[src/rtl/rv_fetch_pkg.sv]
// Shared types and constants for the RV32 instruction-fetch front end.
package rv_fetch_pkg;

    // Instruction words are always 32 bits wide (no compressed instructions).
    localparam int INSTR_W = 32;

    // One 32-bit word spans two halfword address units.
    localparam int WORD_STEP = 2;

    // Source of the next program counter value.
    typedef enum logic [1:0] {
        PC_HOLD,
        PC_SEQ,
        PC_TARGET,
        PC_TRAP
    } pc_src_e;

endpackage

[src/rtl/rv_fetch_addr.sv]
// Program counter, redirect/trap selection and in-flight request tracking.
module rv_fetch_addr
    import rv_fetch_pkg::*;
#(
    parameter logic [31:0] RESET_ADDR       = 32'h0000_0000,
    parameter int          IADDR_SPACE_BITS = 16,
    parameter bit          EXTENSION_Zicsr  = 1'b1
) (
    input  logic                        i_clk,
    input  logic                        i_reset,
    input  logic                        i_pc_select,
    input  logic [IADDR_SPACE_BITS-1:1] i_pc_target,
    input  logic                        i_ebreak,
    input  logic [IADDR_SPACE_BITS-1:1] i_pc_trap,
    input  logic                        i_ack,
    input  logic                        i_cyc,
    output logic                        o_change,
    output logic [IADDR_SPACE_BITS-1:1] o_pc,
    output logic                        o_pending,
    output logic [IADDR_SPACE_BITS-1:1] o_pending_pc
);

    localparam logic [IADDR_SPACE_BITS-1:1] RESET_PC = RESET_ADDR[IADDR_SPACE_BITS-1:1];
    localparam logic [IADDR_SPACE_BITS-1:1] STEP     = (IADDR_SPACE_BITS-1)'(WORD_STEP);

    logic                        trap_req;
    logic                        change;
    logic                        accept;
    pc_src_e                     pc_src;
    logic [IADDR_SPACE_BITS-1:1] pc;
    logic [IADDR_SPACE_BITS-1:1] pc_next;
    logic                        pending;
    logic [IADDR_SPACE_BITS-1:1] pending_pc;

    // Decode redirect requests and pick where the PC comes from next.
    always_comb begin
        // NOTE: every signal written here gets a default first so no latch can be inferred.
        trap_req = 1'b0;
        change   = 1'b0;
        accept   = 1'b0;
        pc_src   = PC_HOLD;

        trap_req = EXTENSION_Zicsr && i_ebreak;
        change   = !i_reset && (i_pc_select || trap_req);
        // A bus ack in a redirect cycle belongs to the discarded stream.
        accept   = i_ack && i_cyc && !change;

        if (change && trap_req) begin
            pc_src = PC_TRAP;
        end else if (change) begin
            pc_src = PC_TARGET;
        end else if (i_ack && i_cyc) begin
            pc_src = PC_SEQ;
        end
    end

    // Next-PC mux; the sequential step wraps modulo the address width.
    always_comb begin
        pc_next = pc;
        unique case (pc_src)
            PC_SEQ:    pc_next = pc + STEP;
            PC_TARGET: pc_next = i_pc_target;
            PC_TRAP:   pc_next = i_pc_trap;
            default:   pc_next = pc;
        endcase
    end

    // PC register and the one-deep record of the request whose data returns next cycle.
    always_ff @(posedge i_clk or posedge i_reset) begin
        // NOTE: state uses non-blocking assignments so every flop samples pre-edge values.
        if (i_reset) begin
            pc         <= RESET_PC;
            pending    <= 1'b0;
            pending_pc <= '0;
        end else begin
            pc      <= pc_next;
            pending <= accept;
            if (accept) begin
                pending_pc <= pc;
            end
        end
    end

    assign o_change     = change;
    assign o_pc         = pc;
    assign o_pending    = pending;
    assign o_pending_pc = pending_pc;

endmodule

[src/rtl/rv_fetch_buf.sv]
// Instruction FIFO of {word, pc} pairs with head outputs and count-based flow control.
module rv_fetch_buf
    import rv_fetch_pkg::*;
#(
    parameter int IADDR_SPACE_BITS    = 16,
    parameter int INSTR_BUF_ADDR_SIZE = 2
) (
    input  logic                        i_clk,
    input  logic                        i_reset,
    input  logic                        i_flush,
    input  logic                        i_stall,
    input  logic                        i_pending,
    input  logic [IADDR_SPACE_BITS-1:1] i_push_pc,
    input  logic [INSTR_W-1:0]          i_push_data,
    output logic [INSTR_W-1:0]          o_instruction,
    output logic [IADDR_SPACE_BITS-1:1] o_pc,
    output logic [IADDR_SPACE_BITS-1:1] o_pc_next,
    output logic                        o_ready,
    output logic                        o_not_full
);

    localparam int DEPTH = 1 << INSTR_BUF_ADDR_SIZE;
    localparam int PW    = INSTR_BUF_ADDR_SIZE;
    localparam int CW    = INSTR_BUF_ADDR_SIZE + 1;

    localparam logic [PW-1:0] PTR_ONE   = PW'(1);
    localparam logic [CW-1:0] CNT_ONE   = CW'(1);
    localparam logic [CW-1:0] CNT_DEPTH = CW'(DEPTH);
    localparam logic [CW:0]   SUM_DEPTH = (CW+1)'(DEPTH);
    localparam logic [IADDR_SPACE_BITS-1:1] STEP = (IADDR_SPACE_BITS-1)'(WORD_STEP);

    logic [INSTR_W-1:0]          data_mem [DEPTH];
    logic [IADDR_SPACE_BITS-1:1] pc_mem   [DEPTH];
    logic [PW-1:0]               wr_ptr;
    logic [PW-1:0]               rd_ptr;
    logic [CW-1:0]               count;
    logic                        full;
    logic                        push;
    logic                        pop;
    logic                        do_push;

    // Flow control: a slot is reserved for the word already in flight on the bus.
    always_comb begin
        full       = (count == CNT_DEPTH);
        o_ready    = (count != '0);
        pop        = o_ready && !i_stall;
        push       = i_pending && !i_flush;
        // Cannot happen while the request gate works; if it does, the word is dropped.
        do_push    = push && (!full || pop);
        o_not_full = ({1'b0, count} + (CW+1)'(i_pending)) < SUM_DEPTH;
    end

    // Head of queue as seen by the decoder.
    always_comb begin
        o_instruction = data_mem[rd_ptr];
        o_pc          = pc_mem[rd_ptr];
        o_pc_next     = pc_mem[rd_ptr] + STEP;
    end

    // Pointers and occupancy; a redirect empties the queue synchronously.
    always_ff @(posedge i_clk or posedge i_reset) begin
        if (i_reset) begin
            wr_ptr <= '0;
            rd_ptr <= '0;
            count  <= '0;
        end else if (i_flush) begin
            wr_ptr <= '0;
            rd_ptr <= '0;
            count  <= '0;
        end else begin
            if (do_push) begin
                wr_ptr <= wr_ptr + PTR_ONE;
            end
            if (pop) begin
                rd_ptr <= rd_ptr + PTR_ONE;
            end
            unique case ({do_push, pop})
                2'b10:   count <= count + CNT_ONE;
                2'b01:   count <= count - CNT_ONE;
                default: count <= count;
            endcase
        end
    end

    // Entry storage.
    always_ff @(posedge i_clk) begin
        // NOTE: the storage array is not reset; entry validity is tracked by count alone.
        if (do_push) begin
            data_mem[wr_ptr] <= i_push_data;
            pc_mem[wr_ptr]   <= i_push_pc;
        end
    end

endmodule

[src/rtl/rv_fetch_frontend.sv]
// RV32 instruction-fetch front end: bus requests, PC tracking and the decode-side queue.
module rv_fetch_frontend
    import rv_fetch_pkg::*;
#(
    parameter logic [31:0] RESET_ADDR          = 32'h0000_0000,
    parameter int          IADDR_SPACE_BITS    = 16,
    parameter int          INSTR_BUF_ADDR_SIZE = 2,
    parameter bit          EXTENSION_Zicsr     = 1'b1
) (
    input  logic                        i_clk,
    input  logic                        i_reset,
    input  logic                        i_stall,
    input  logic [IADDR_SPACE_BITS-1:1] i_pc_target,
    input  logic                        i_pc_select,
    input  logic [IADDR_SPACE_BITS-1:1] i_pc_trap,
    input  logic                        i_ebreak,
    input  logic [INSTR_W-1:0]          i_instruction,
    input  logic                        i_ack,
    output logic                        o_pc_change,
    output logic [IADDR_SPACE_BITS-1:1] o_addr,
    output logic                        o_cyc,
    output logic [INSTR_W-1:0]          o_instruction,
    output logic [IADDR_SPACE_BITS-1:1] o_pc,
    output logic [IADDR_SPACE_BITS-1:1] o_pc_next,
    output logic                        o_ready
);

    logic                        change;
    logic                        pending;
    logic [IADDR_SPACE_BITS-1:1] pending_pc;
    logic [IADDR_SPACE_BITS-1:1] pc;
    logic                        not_full;

    rv_fetch_addr #(
        .RESET_ADDR       (RESET_ADDR),
        .IADDR_SPACE_BITS (IADDR_SPACE_BITS),
        .EXTENSION_Zicsr  (EXTENSION_Zicsr)
    ) u_addr (
        .i_clk        (i_clk),
        .i_reset      (i_reset),
        .i_pc_select  (i_pc_select),
        .i_pc_target  (i_pc_target),
        .i_ebreak     (i_ebreak),
        .i_pc_trap    (i_pc_trap),
        .i_ack        (i_ack),
        .i_cyc        (o_cyc),
        .o_change     (change),
        .o_pc         (pc),
        .o_pending    (pending),
        .o_pending_pc (pending_pc)
    );

    rv_fetch_buf #(
        .IADDR_SPACE_BITS    (IADDR_SPACE_BITS),
        .INSTR_BUF_ADDR_SIZE (INSTR_BUF_ADDR_SIZE)
    ) u_buf (
        .i_clk         (i_clk),
        .i_reset       (i_reset),
        .i_flush       (change),
        .i_stall       (i_stall),
        .i_pending     (pending),
        .i_push_pc     (pending_pc),
        .i_push_data   (i_instruction),
        .o_instruction (o_instruction),
        .o_pc          (o_pc),
        .o_pc_next     (o_pc_next),
        .o_ready       (o_ready),
        .o_not_full    (not_full)
    );

    // Requests are only issued when every in-flight word is guaranteed a slot.
    assign o_cyc       = not_full && !i_reset;
    assign o_addr      = pc;
    assign o_pc_change = change;

endmodule

[config.mk]
export PLATFORM = sky130hd
export DESIGN_NAME = rv_fetch_frontend
export DESIGN_NICKNAME = d
export VERILOG_FILES = /design/src/rtl/rv_fetch_pkg.sv /design/src/rtl/rv_fetch_addr.sv /design/src/rtl/rv_fetch_buf.sv /design/src/rtl/rv_fetch_frontend.sv
export SDC_FILE = /design/constraint.sdc
export NUM_CORES = 1
export LEC_CHECK = 0
export BUFFER_PORTS_ARGS = -buffer_cell sky130_fd_sc_hd__buf_2
export CAP_MARGIN = 15
export CORE_ASPECT_RATIO = 2
export CORE_MARGIN = 4
export CORE_UTILIZATION = 39
export DETAILED_ROUTE_END_ITERATION = 8
export GPL_TIMING_DRIVEN = 0
export HOLD_SLACK_MARGIN = 0.02
export REMOVE_ABC_BUFFERS = 1
export SYNTH_ARGS = -nofsm -noshare
export SYNTH_HDL_FRONTEND = slang
export SYNTH_SLANG_ARGS = --single-unit
[constraint.sdc]
create_clock -name i_clk -period 2.7 [get_ports i_clk]
set_clock_uncertainty 0.2 [all_clocks]
set_input_delay 0.405 -clock i_clk [delete_from_list [all_inputs] [get_ports i_clk]]
set_output_delay 0.405 -clock i_clk [all_outputs]
set_load 0.01 [all_outputs]
; ---- Word-level counts from Yosys, hierarchy flattened
; Memories as Yosys holds them, arrays and structs flattened.
; Cells that the tools add are included.
; W data, S select, Z words.
[word_totals]
ramBits = 188
out_inout_bits = 80
register_bits = 38
memories = 2
wordCells = 53
input_bits = 68
[mem_list]
columns = memory, words, width, rd, rd_clocked_by_memory_dff, wr, line
row1 = u_buf.data_mem, 4, 32, 1, 0, 1, rv_fetch_buf.sv:32  ; logic [INSTR_W-1:0] data_mem [DEPTH];
row2 = u_buf.pc_mem, 4, 15, 1, 0, 1, rv_fetch_buf.sv:33  ; logic [IADDR_SPACE_BITS-1:1] pc_mem [DEPTH];
[classes]
eq_ne = 6
magnitude_cmp = 1
n_reduce_logical = 19
n_addsub = 7
muxes = 12
[ops]
columns = cell, count
row1 = $pmux W15 S3, 1
row2 = $add A15 B2 Y15 const B, 2
row3 = $mux W2, 6
row4 = $reduce_bool A3 Y1, 3
row5 = $logic_and A1 B1 Y1, 8
row6 = $eq A2 B2 Y1 const B, 3
row7 = $pmux W3 S2, 1
row8 = $add A2 B1 Y2 const B, 2
row9 = $add A3 B1 Y4, 1
row10 = $eq A2 B1 Y1 const B, 2
row11 = $logic_not A1 Y1, 4
row12 = $lt A4 B3 Y1 const B, 1
row13 = $reduce_bool A2 Y1, 2
row14 = $add A3 B1 Y3 const B, 1
row15 = $eq A3 B3 Y1 const B, 1
row16 = $mux W1, 3
row17 = $mux W3, 1
row18 = $sub A3 B1 Y3 const B, 1
row19 = $logic_or A1 B1 Y1, 2

; ---- Depth between registers and ports, before layout
; Gate-level depths: netlist (run 1).
[logic_depth]
depth_word = 9
depth_mapped = 9
depth_no_buf = 7

; ---- By module
; Synthesis (run 1) repeated with hierarchy kept, for this count alone.
[unflattened]
cells_unflattened = 476
hier_area_um2 = 9132.5
[modules_own_cells]
columns = module, seq_area_each_um2, n_inst, cells_each, area_each_um2
row1 = rv_fetch_buf, 5820.6, 1, 333, 7547.2
row2 = rv_fetch_addr, 775.7, 1, 142, 1571.5
row3 = rv_fetch_frontend, 0.0, 1, 1, 13.8

; ---- Worst setup path after synthesis (run 1)
; Ideal clock, no wire load.
[synth_timing]
path_type = in2reg
from = in i_ebreak
to = mem u_buf.data_mem[1][0] (enable)
path_stages = 4
t_arrival_ns = 2.250
required_ns = 2.091
slack_ns = -0.159
path_buffers = 1
setup_ns = 0.409
cell_sequence = clkbuf_1 o21bai_2 o311a_2 and2_1
[synth_between]
elab_chain_cells = 7
[synth_rtl]
columns = item, line
row1 = start: declaration, rv_fetch_frontend.sv:16  ; input logic i_ebreak,
row2 = $logic_or A1 B1 Y1, rv_fetch_addr.sv:44  ; change = !i_reset && (i_pc_select || trap_req);
row3 = $logic_and A1 B1 Y1, rv_fetch_addr.sv:44
row4 = $logic_not A1 Y1, rv_fetch_buf.sv:47  ; push = i_pending && !i_flush;
row5 = $logic_and A1 B1 Y1, rv_fetch_buf.sv:47
row6 = $logic_and A1 B1 Y1, rv_fetch_buf.sv:49  ; do_push = push && (!full || pop);
row7 = $mux W1, rv_fetch_buf.sv:88  ; if (do_push) begin
row8 = $mux W1 (implied by the code), rv_fetch_buf.sv:89  ; data_mem[wr_ptr] <= i_push_data;
row9 = end: declaration, rv_fetch_buf.sv:32
; Every way passes these cells.

; ---- Worst setup path after layout (run 1)
[layout_timing]
from = reg u_buf.rd_ptr[0]
to = out o_pc_next[10] (netlist name)
[layout_between]
elab_chain_cells = 2
[layout_rtl]
columns = item, line
row1 = start: declaration, rv_fetch_buf.sv:35  ; logic [PW-1:0] rd_ptr;
row2 = start signal: assignment, rv_fetch_buf.sv:75  ; rd_ptr <= rd_ptr + PTR_ONE;
row3 = $mem_v2 Z4 W15, n/a
row4 = $add A15 B2 Y15, rv_fetch_buf.sv:57  ; o_pc_next = pc_mem[rd_ptr] + STEP;
row5 = end: declaration, rv_fetch_frontend.sv:24  ; output logic [IADDR_SPACE_BITS-1:1] o_pc_next,
; Every way passes these cells.

==> results of run 1 <==
==> final cells by class <==
class,count,area [um^2]
clock inverter,14,145.1
inverter,10,41.29
clock buffer,22,529.3
multi-input combinational,214,2366
timing repair buffer,234,1773
fill,1861,10830
sequential,226,6604
tap,280,350.3
==> power by group through the flow <==
stage / sequential [W] / combinational [W] / clock [W]
2_1_floorplan: 0.00461 / 0.00128 / 0
3_3_place_gp: 0.00472 / 0.00204 / 0
3_5_place_dp: 0.00462 / 0.00224 / 0
4_1_cts: 0.00444 / 0.00279 / 0.00300
5_1_grt: 0.00448 / 0.00314 / 0.00314
6_report: 0.00444 / 0.00290 / 0.00291
==> registers in the layout (all words and copies together), names as in the netlist <==
register and cells:
u_buf.wr_ptr 2, u_buf.data_mem 128, u_addr.o_pending 1, u_addr.o_pc 15, u_buf.count 3, u_buf.rd_ptr 2
u_addr.o_pending_pc 15, u_buf.pc_mem 60
==> per-stage QoR <==
step	total power [W]	instances	setup slack (ns)
after floorplan	0.005889	450	-1.417
after global placement	0.006767	877	-2.502
after detailed placement	0.006856	884	-0.6915
after CTS	0.01024	991	-0.3587
after global routing	0.01077	1000	-0.4808
final	0.01025	1000	-0.3677
==> synthesized netlist by cell type <==
cell | instances | share of area (%)
nor2b_1 | 11 | 0.77
and3_1 | 3 | 0.21
mux2_2 | 13 | 1.6
nand4_1 | 5 | 0.35
nand3_2 | 1 | 0.11
o21ai_0 | 7 | 0.39
inv_1 | 9 | 0.38
and2_1 | 4 | 0.28
buf_6 | 1 | 0.13
a211oi_1 | 12 | 1.0
nor2_1 | 15 | 0.63
buf_4 | 2 | 0.17
o311a_2 | 1 | 0.13
nand3_1 | 9 | 0.50
and4_2 | 1 | 0.11
clkbuf_2 | 1 | 0.056
buf_1 | 3 | 0.13
dfrtp_1 | 38 | 11
fa_1 | 1 | 0.22
a21oi_1 | 12 | 0.67
o2bb2ai_1 | 1 | 0.098
a311oi_4 | 1 | 0.29
nor3_1 | 3 | 0.17
clkinv_1 | 1 | 0.042
buf_2 | 5 | 0.28
xnor2_1 | 21 | 2.0
ha_1 | 6 | 0.84
mux2i_1 | 7 | 0.78
edfxtp_1 | 188 | 63
nand2_1 | 19 | 0.79
xor2_1 | 8 | 0.78
o31ai_1 | 1 | 0.084
mux4_2 | 47 | 12
clkbuf_1 | 7 | 0.29
o311ai_0 | 1 | 0.098
nor4_1 | 3 | 0.21
o21bai_2 | 1 | 0.13
==> layer usage <==
metal  up-vias  wire (um)  global-route usage, %
li1       2336          -                      -
met1      2569       6584                  16.09
met2       133      11000                  28.97
met3        30        928                  2.180
met4         0        439                  4.587
met5         -          0                      0
==> cell families (layout without fill, tap and decap cells) <==
kind of cell,Yosys count,count (layout)
AOI/OAI and AO/OA,37,37
xor gates and xnor gates,29,29
adders and majority gates,7,7
buffers and inverters,29,280
DFF,226,226
muxes,67,67
and+or+nand+nor,74,74
==> worst max path at each step <==
stage | cells after the start | to | slack [ns] | start
after CTS | 8 | o_pc_next[10] | -0.36 | u_buf.rd_ptr[0]$_DFFE_PP0P_
final | 8 | o_pc_next[10] | -0.37 | u_buf.rd_ptr[0]$_DFFE_PP0P_
after global routing | 8 | o_pc_next[10] | -0.48 | u_buf.rd_ptr[0]$_DFFE_PP0P_
after floorplan | 6 | o_pc_next[10] | -1.42 | u_buf.rd_ptr[0]$_DFFE_PP0P_
after global placement | 7 | o_pc_next[10] | -2.50 | u_buf.rd_ptr[0]$_DFFE_PP0P_
after detailed placement | 8 | o_pc_next[10] | -0.69 | u_buf.rd_ptr[0]$_DFFE_PP0P_
==> tightest hold or removal path, stage by stage <==
cell,delay [ns]
buf_2,0.07
mux2i_1,0.05
o21ai_0,0.15
==> what timing repair did <==
item                       CTS  global route
setup buffers               20            11
hold endpoints to repair   180             0
pin swaps                    4            11
hold buffers                50             0
gates cloned                 1             0
setup endpoints to repair   44           127
gates resized for setup     31            28
==> impl_metrics.yaml, run 1 <==
run_status:
  status: "finished with violations"
  violations: "negative setup slack"
setup_path:
  path_class: "flip-flop to output port"
  r2r_cells: 5
  crit_path_end_kind: "output port"
  r2r-end: "u_addr.o_pc[15]$_DFFE_PP0P_"
  critPathArrivalTime_ns: 2.46
  r2r_setup_slack_ns: 0.45
  cp_cell_sequence: "buf_16 -> buf_4 -> mux4_2 -> nand3_4 -> nor2_4 -> and3_4 -> xor2_2 -> buf_2"
  slowest_stage: "dfrtp_4"
  worst-path-buf-inv: 3
  start_kind: "flip-flop"
  crit_family: "flip-flops"
  cp_data_required_time_ns: 2.10
  cp_max_fo: 6
  cpPeakStageDelay_ns: 0.50
  rr_startpoint: "u_addr.o_pending$_DFF_PP0_"
global_routing:
  grt_overflow: 0
  antenna_found_initial: 0
  grt_pass1_vias: 5557
  gr-usage-all-layers_pct: 14.92
  grt_pass1_wl_um: 29650
  grt_max_degree: 39
worst_hold_path:
  hold_path.startpoint: "i_pc_trap[1]"
  holdCritPathClass: "input port to flip-flop"
  holdPathStages: 3
  hold_end: "u_addr.o_pc[1]$_DFFE_PP0P_"
timing:
  whs_ns: 0.03710
  fin_crit_sh_pct: 113.6
  hold_violations: 0
  setup_slack_ns: -0.3677
  fmax_ghz: 0.3260
  setup_tns_ns: -3.913
  slew_violations: 0
  relSlewSlack_pct: 46.06
  setup_violations: 24
  rsz0062_at_grt: "yes"
  worst_slew_pin_slew_ns: 0.8080
  period_minus_slack_ns: 3.068
place:
  place_congestion: 0.7732
  dpl-instance-area_um2: 10130
  io_buffers: 147
  dp_hpwl_um: 12590
synthesis:
  synth_seq_area_share_pct: 73.45
  synth_top_family_by_area: "multiplexers"
  synth_compound_area_share_pct: 2.884
  synth-warning-count: 0
  synth.distinct_cells: 37
  synth_seq_cells: 226
  synth_xor_area_share_pct: 2.828
  netlist_instances: 469
  synth.avg_cell_area_um2: 19.15
  synth.area.mux_share_pct: 14.20
  synth-adder-area-share_pct: 1.059
  synth-simple-area-share_pct: 4.124
  syn_area_um2: 8981
power:
  seqPwrFrac_pct: 43.3
  p_comb_share_pct: 28.3
  ir_drop_v: 0.0004772
  clkPwrFrac_pct: 28.4
  p_sw_w: 0.002844
  leakagePower_nw: 4.245
  power_density_nw_per_um2: 868.4
  swShare_pct: 27.73
  p_int_w: 0.007411
routing:
  routed-via-count: 5068
  drc_errors: 0
  dr.pass1.iters: 4
  avgRoutedWirePerCell_um: 18.95
  postRouteAntennaNets: 0
  viasPerCell: 5.068
  wl_um: 18950
  first_iter_violations: 162
clock_network:
  clockBufferDepth: 3
  cts_buffers: 20
  clk_pin_slew_ns: 0.07
  clock-sinks: 226
  cts_max_level: 1
  insertion_delay_ns: 0.49
  root_buffer: "clkbuf_16"
  cts_tree: "built"
layout:
  num-nets-final: 781
  final_common_cell: "edfxtp_1"
  post-route-util_pct: 52.16
  num_antenna_cells: 0
  final_area_um2: 11810
  drive_gt1_share_pct: 41.94
  syn_to_final_growth_pct: 31.48
  final_cell_mix: "188 x edfxtp_1, 137 x buf_2, 50 x dlygate4sd3_1"
die:
  ios: 148
  rows: 78
  die_w_um: 115.3
  core_area_um2: 22640
  fp.dieH_um: 222.6
  start_util_pct: 39.67
  die_area_um2: 25670
flow_run:
  drv_cap: 0
Note: power is estimated with default switching activity, not from simulation.
==> inputs of run 2 (changes only) <==
--- a/config.mk
+++ b/config.mk
@@ -16,4 +16,5 @@
 export REMOVE_ABC_BUFFERS = 1
 export SYNTH_ARGS = -nofsm -noshare
 export SYNTH_HDL_FRONTEND = slang
+export SYNTH_HIERARCHICAL = 1
 export SYNTH_SLANG_ARGS = --single-unit
==> impl_metrics.yaml, run 2 <==
synthesis:
  syn_area_um2: 9133
  yosysMostFrequentCell: "edfxtp_1"
  synth_seq_cells: 226
  ys.flop_type: "edfxtp_1"
  synth_top_cell_area_share_pct: 61.82
  synth_edf_count: 188
  synth.avg_cell_area_um2: 19.19
  netlist_instances: 476
  synth-warning-count: 6
  synth.cells.most_frequent: "188 x edfxtp_1, 41 x mux4_2, 38 x dfrtp_1, 18 x xnor2_1"
  synth.distinct_cells: 47
  synth_seq_area_share_pct: 72.23
  synthArstFlopShare_pct: 16.81
  yosysTopAreaCell: "edfxtp_1"
  synthTopCellsByArea: "edfxtp_1 62%, dfrtp_1 10%, mux4_2 10%"
routing:
  wl_um: 19930
  drc_errors: 0
  avgRoutedWirePerCell_um: 19.59
  viasPerCell: 5.075
  first_iter_violations: 300
  postRouteAntennaNets: 0
  routed-via-count: 5161
  dr.pass1.iters: 4
setup_path:
  crit_path_end_kind: "output port"
  critPathArrivalTime_ns: 2.61
  rr_startpoint: "u_buf/count[0]$_DFFE_PP0P_"
  slowest_stage: "dfrtp_4"
  r2r-end: "u_buf/count[2]$_DFFE_PP0P_"
  cp_max_fo: 7
  r2r_setup_slack_ns: 0.24
  cpPeakStageDelay_ns: 0.50
  r2r_cells: 8
  cp_data_required_time_ns: 2.10
  start_kind: "flip-flop"
  cp_cell_sequence: "buf_16 -> mux4_2 -> buf_6 -> nand3_4 -> nor3_4 -> and3_4 -> xor2_1 -> buf_2"
  path_class: "flip-flop to output port"
timing:
  whs_ns: 0.08774
  relSlewSlack_pct: 55.86
  worst_slew_pin_slew_ns: 0.6620
  hold_violations: 0
  rsz0062_at_grt: "yes"
  fmax_ghz: 0.3109
  period_minus_slack_ns: 3.216
  fin_crit_sh_pct: 119.1
  setup_slack_ns: -0.5163
  setup_violations: 37
  slew_violations: 0
  setup_tns_ns: -9.627
run_status:
  violations: "negative setup slack"
  status: "finished with violations"
layout:
  top_regs: "u_buf/data_mem x128, u_buf/pc_mem x60"
  num-nets-final: 795
  final_cell_mix: "188 x edfxtp_1, 139 x buf_2, 51 x dlygate4sd3_1"
  syn_to_final_growth_pct: 31.14
  regMostFlops: "u_buf/data_mem"
  drive_gt1_share_pct: 42.23
  fin_cells: 1017
  largest_reg_flops: 128
  final_common_cell: "edfxtp_1"
  num_antenna_cells: 0
global_routing:
  gr-usage-met2_pct: 29.79
  grt_overflow: 0
  grt_max_degree: 33
  use_met3_pct: 1.939
  grt_pass1_wl_um: 30160
  antenna_found_initial: 0
  grt.busiest_layer: "met2"
  grt_pass1_vias: 5573
  gr-usage-all-layers_pct: 15.19
  grt_util_met1_pct: 15.77
clock_network:
  root_buffer: "clkbuf_16"
  cts_buffers: 20
  cts_max_level: 1
  clockBufferDepth: 3
  clock-sinks: 226
  clk_pin_slew_ns: 0.06
  insertion_delay_ns: 0.50
  cts_tree: "built"
die:
  die_w_um: 116.2
  ios: 148
  core_area_um2: 23130
  rows: 79
  die_area_um2: 26080
  fp.dieH_um: 224.4
  start_util_pct: 39.48
place:
  place_congestion: 0.8267
  dp_hpwl_um: 12400
  place_ws_ns: -1.574
  io_buffers: 147
  dpl.cell_count: 893
worst_hold_path:
  holdPathStages: 4
  holdCritPathClass: "input port to flip-flop"
  hold_path.startpoint: "i_pc_target[9]"
  hold_end: "u_addr/o_pc[9]$_DFFE_PP0P_"
power:
  leakagePower_nw: 4.307
  finalPower_w: 0.01014
  ir_drop_v: 0.0006082
  power_density_nw_per_um2: 846.3
flow_run:
  drv_cap: 0
-- run 2: changes by cell type in the layout (fill, tap and decap cells not counted), sizes merged, moves of 4 or more --
| cell | change |
|---|---|
| clkbuf | +9 |
| buf | +4 |
| clkinv | -4 |
| nand3 | -5 |
-- run 2: layer usage --
layer / vias to the layer above / wire (um)
li1: 2363 / -
met1: 2629 / 6803
met2: 137 / 11790
met3: 32 / 803
met4: 0 / 533
met5: - / 0
-- run 2: cell families (layout without fill, tap and decap cells) --
family | count (synthesis) | in the layout | share of synthesized area [%]
compound gates | 34 | 35 | 2.315
xor+xnor | 29 | 29 | 2.781
fa+ha+maj | 7 | 7 | 1.041
buf+inv | 31 | 288 | 1.932
flops | 226 | 226 | 72.23
mux | 70 | 70 | 14.56
simple gates | 79 | 79 | 5.138
-- run 2: repair_timing --
item,in CTS,in global routing
endpoints found under the setup margin,256,225
buffers inserted,18,15
pin swaps,13,10
endpoints found under the hold margin,162,19
gates resized for setup,35,23
cloned,3,2
hold buffers,51,1
-- run 2: where the power goes --
part	total, W	leakage (nW)	internal [W]	switching, W
combinational	0.00294	1.86	0.00154	0.00140
sequential	0.00445	2.14	0.00418	0.000275
clock	0.00274	0.300	0.00154	0.00121
total	0.0101	4.31	0.00725	0.00288
-- run 2: critical path, delay by kind of cell, from the launching register on --
family	cells	cell delay (ns)
muxes	1	0.39
DFF	1	0.50
buffers and inverters	3	0.43
xor gates and xnor gates	1	0.13
and+or+nand+nor	3	0.66
-- run 2: worst max path at each step --
| stage | endpoint | depth (start not counted) | from |
|---|---|---|---|
| 2_1_floorplan | o_pc_next[12] | 7 | u_buf/rd_ptr[0]$_DFFE_PP0P_ |
| 3_3_place_gp | o_pc_next[14] | 8 | u_buf/rd_ptr[0]$_DFFE_PP0P_ |
| 3_5_place_dp | u_buf/data_mem[2][6]$_DFFE_PP_ | 7 | i_ebreak |
| 4_1_cts | o_pc_next[12] | 9 | u_buf/rd_ptr[0]$_DFFE_PP0P_ |
| 5_1_grt | o_pc_next[11] | 8 | u_buf/rd_ptr[0]$_DFFE_PP0P_ |
| 6_report | o_pc_next[11] | 8 | u_buf/rd_ptr[0]$_DFFE_PP0P_ |
-- run 2: through the flow --
stage	util (%)	instance area, um^2
2_1_floorplan	-	8997
4_1_cts	50.76	11740
6_report	51.78	11980
5_1_grt	51.78	11980
3_5_place_dp	44.33	10250
3_3_place_gp	43.61	10090
-- run 2: area by class of cell --
class,count,area [um^2]
sequential,226,6604
fill,1954,11150
inverter,11,45.04
tap,283,354.1
multi-input combinational,220,2499
timing repair buffer,241,1854
clock inverter,7,65.06
clock buffer,29,555.5
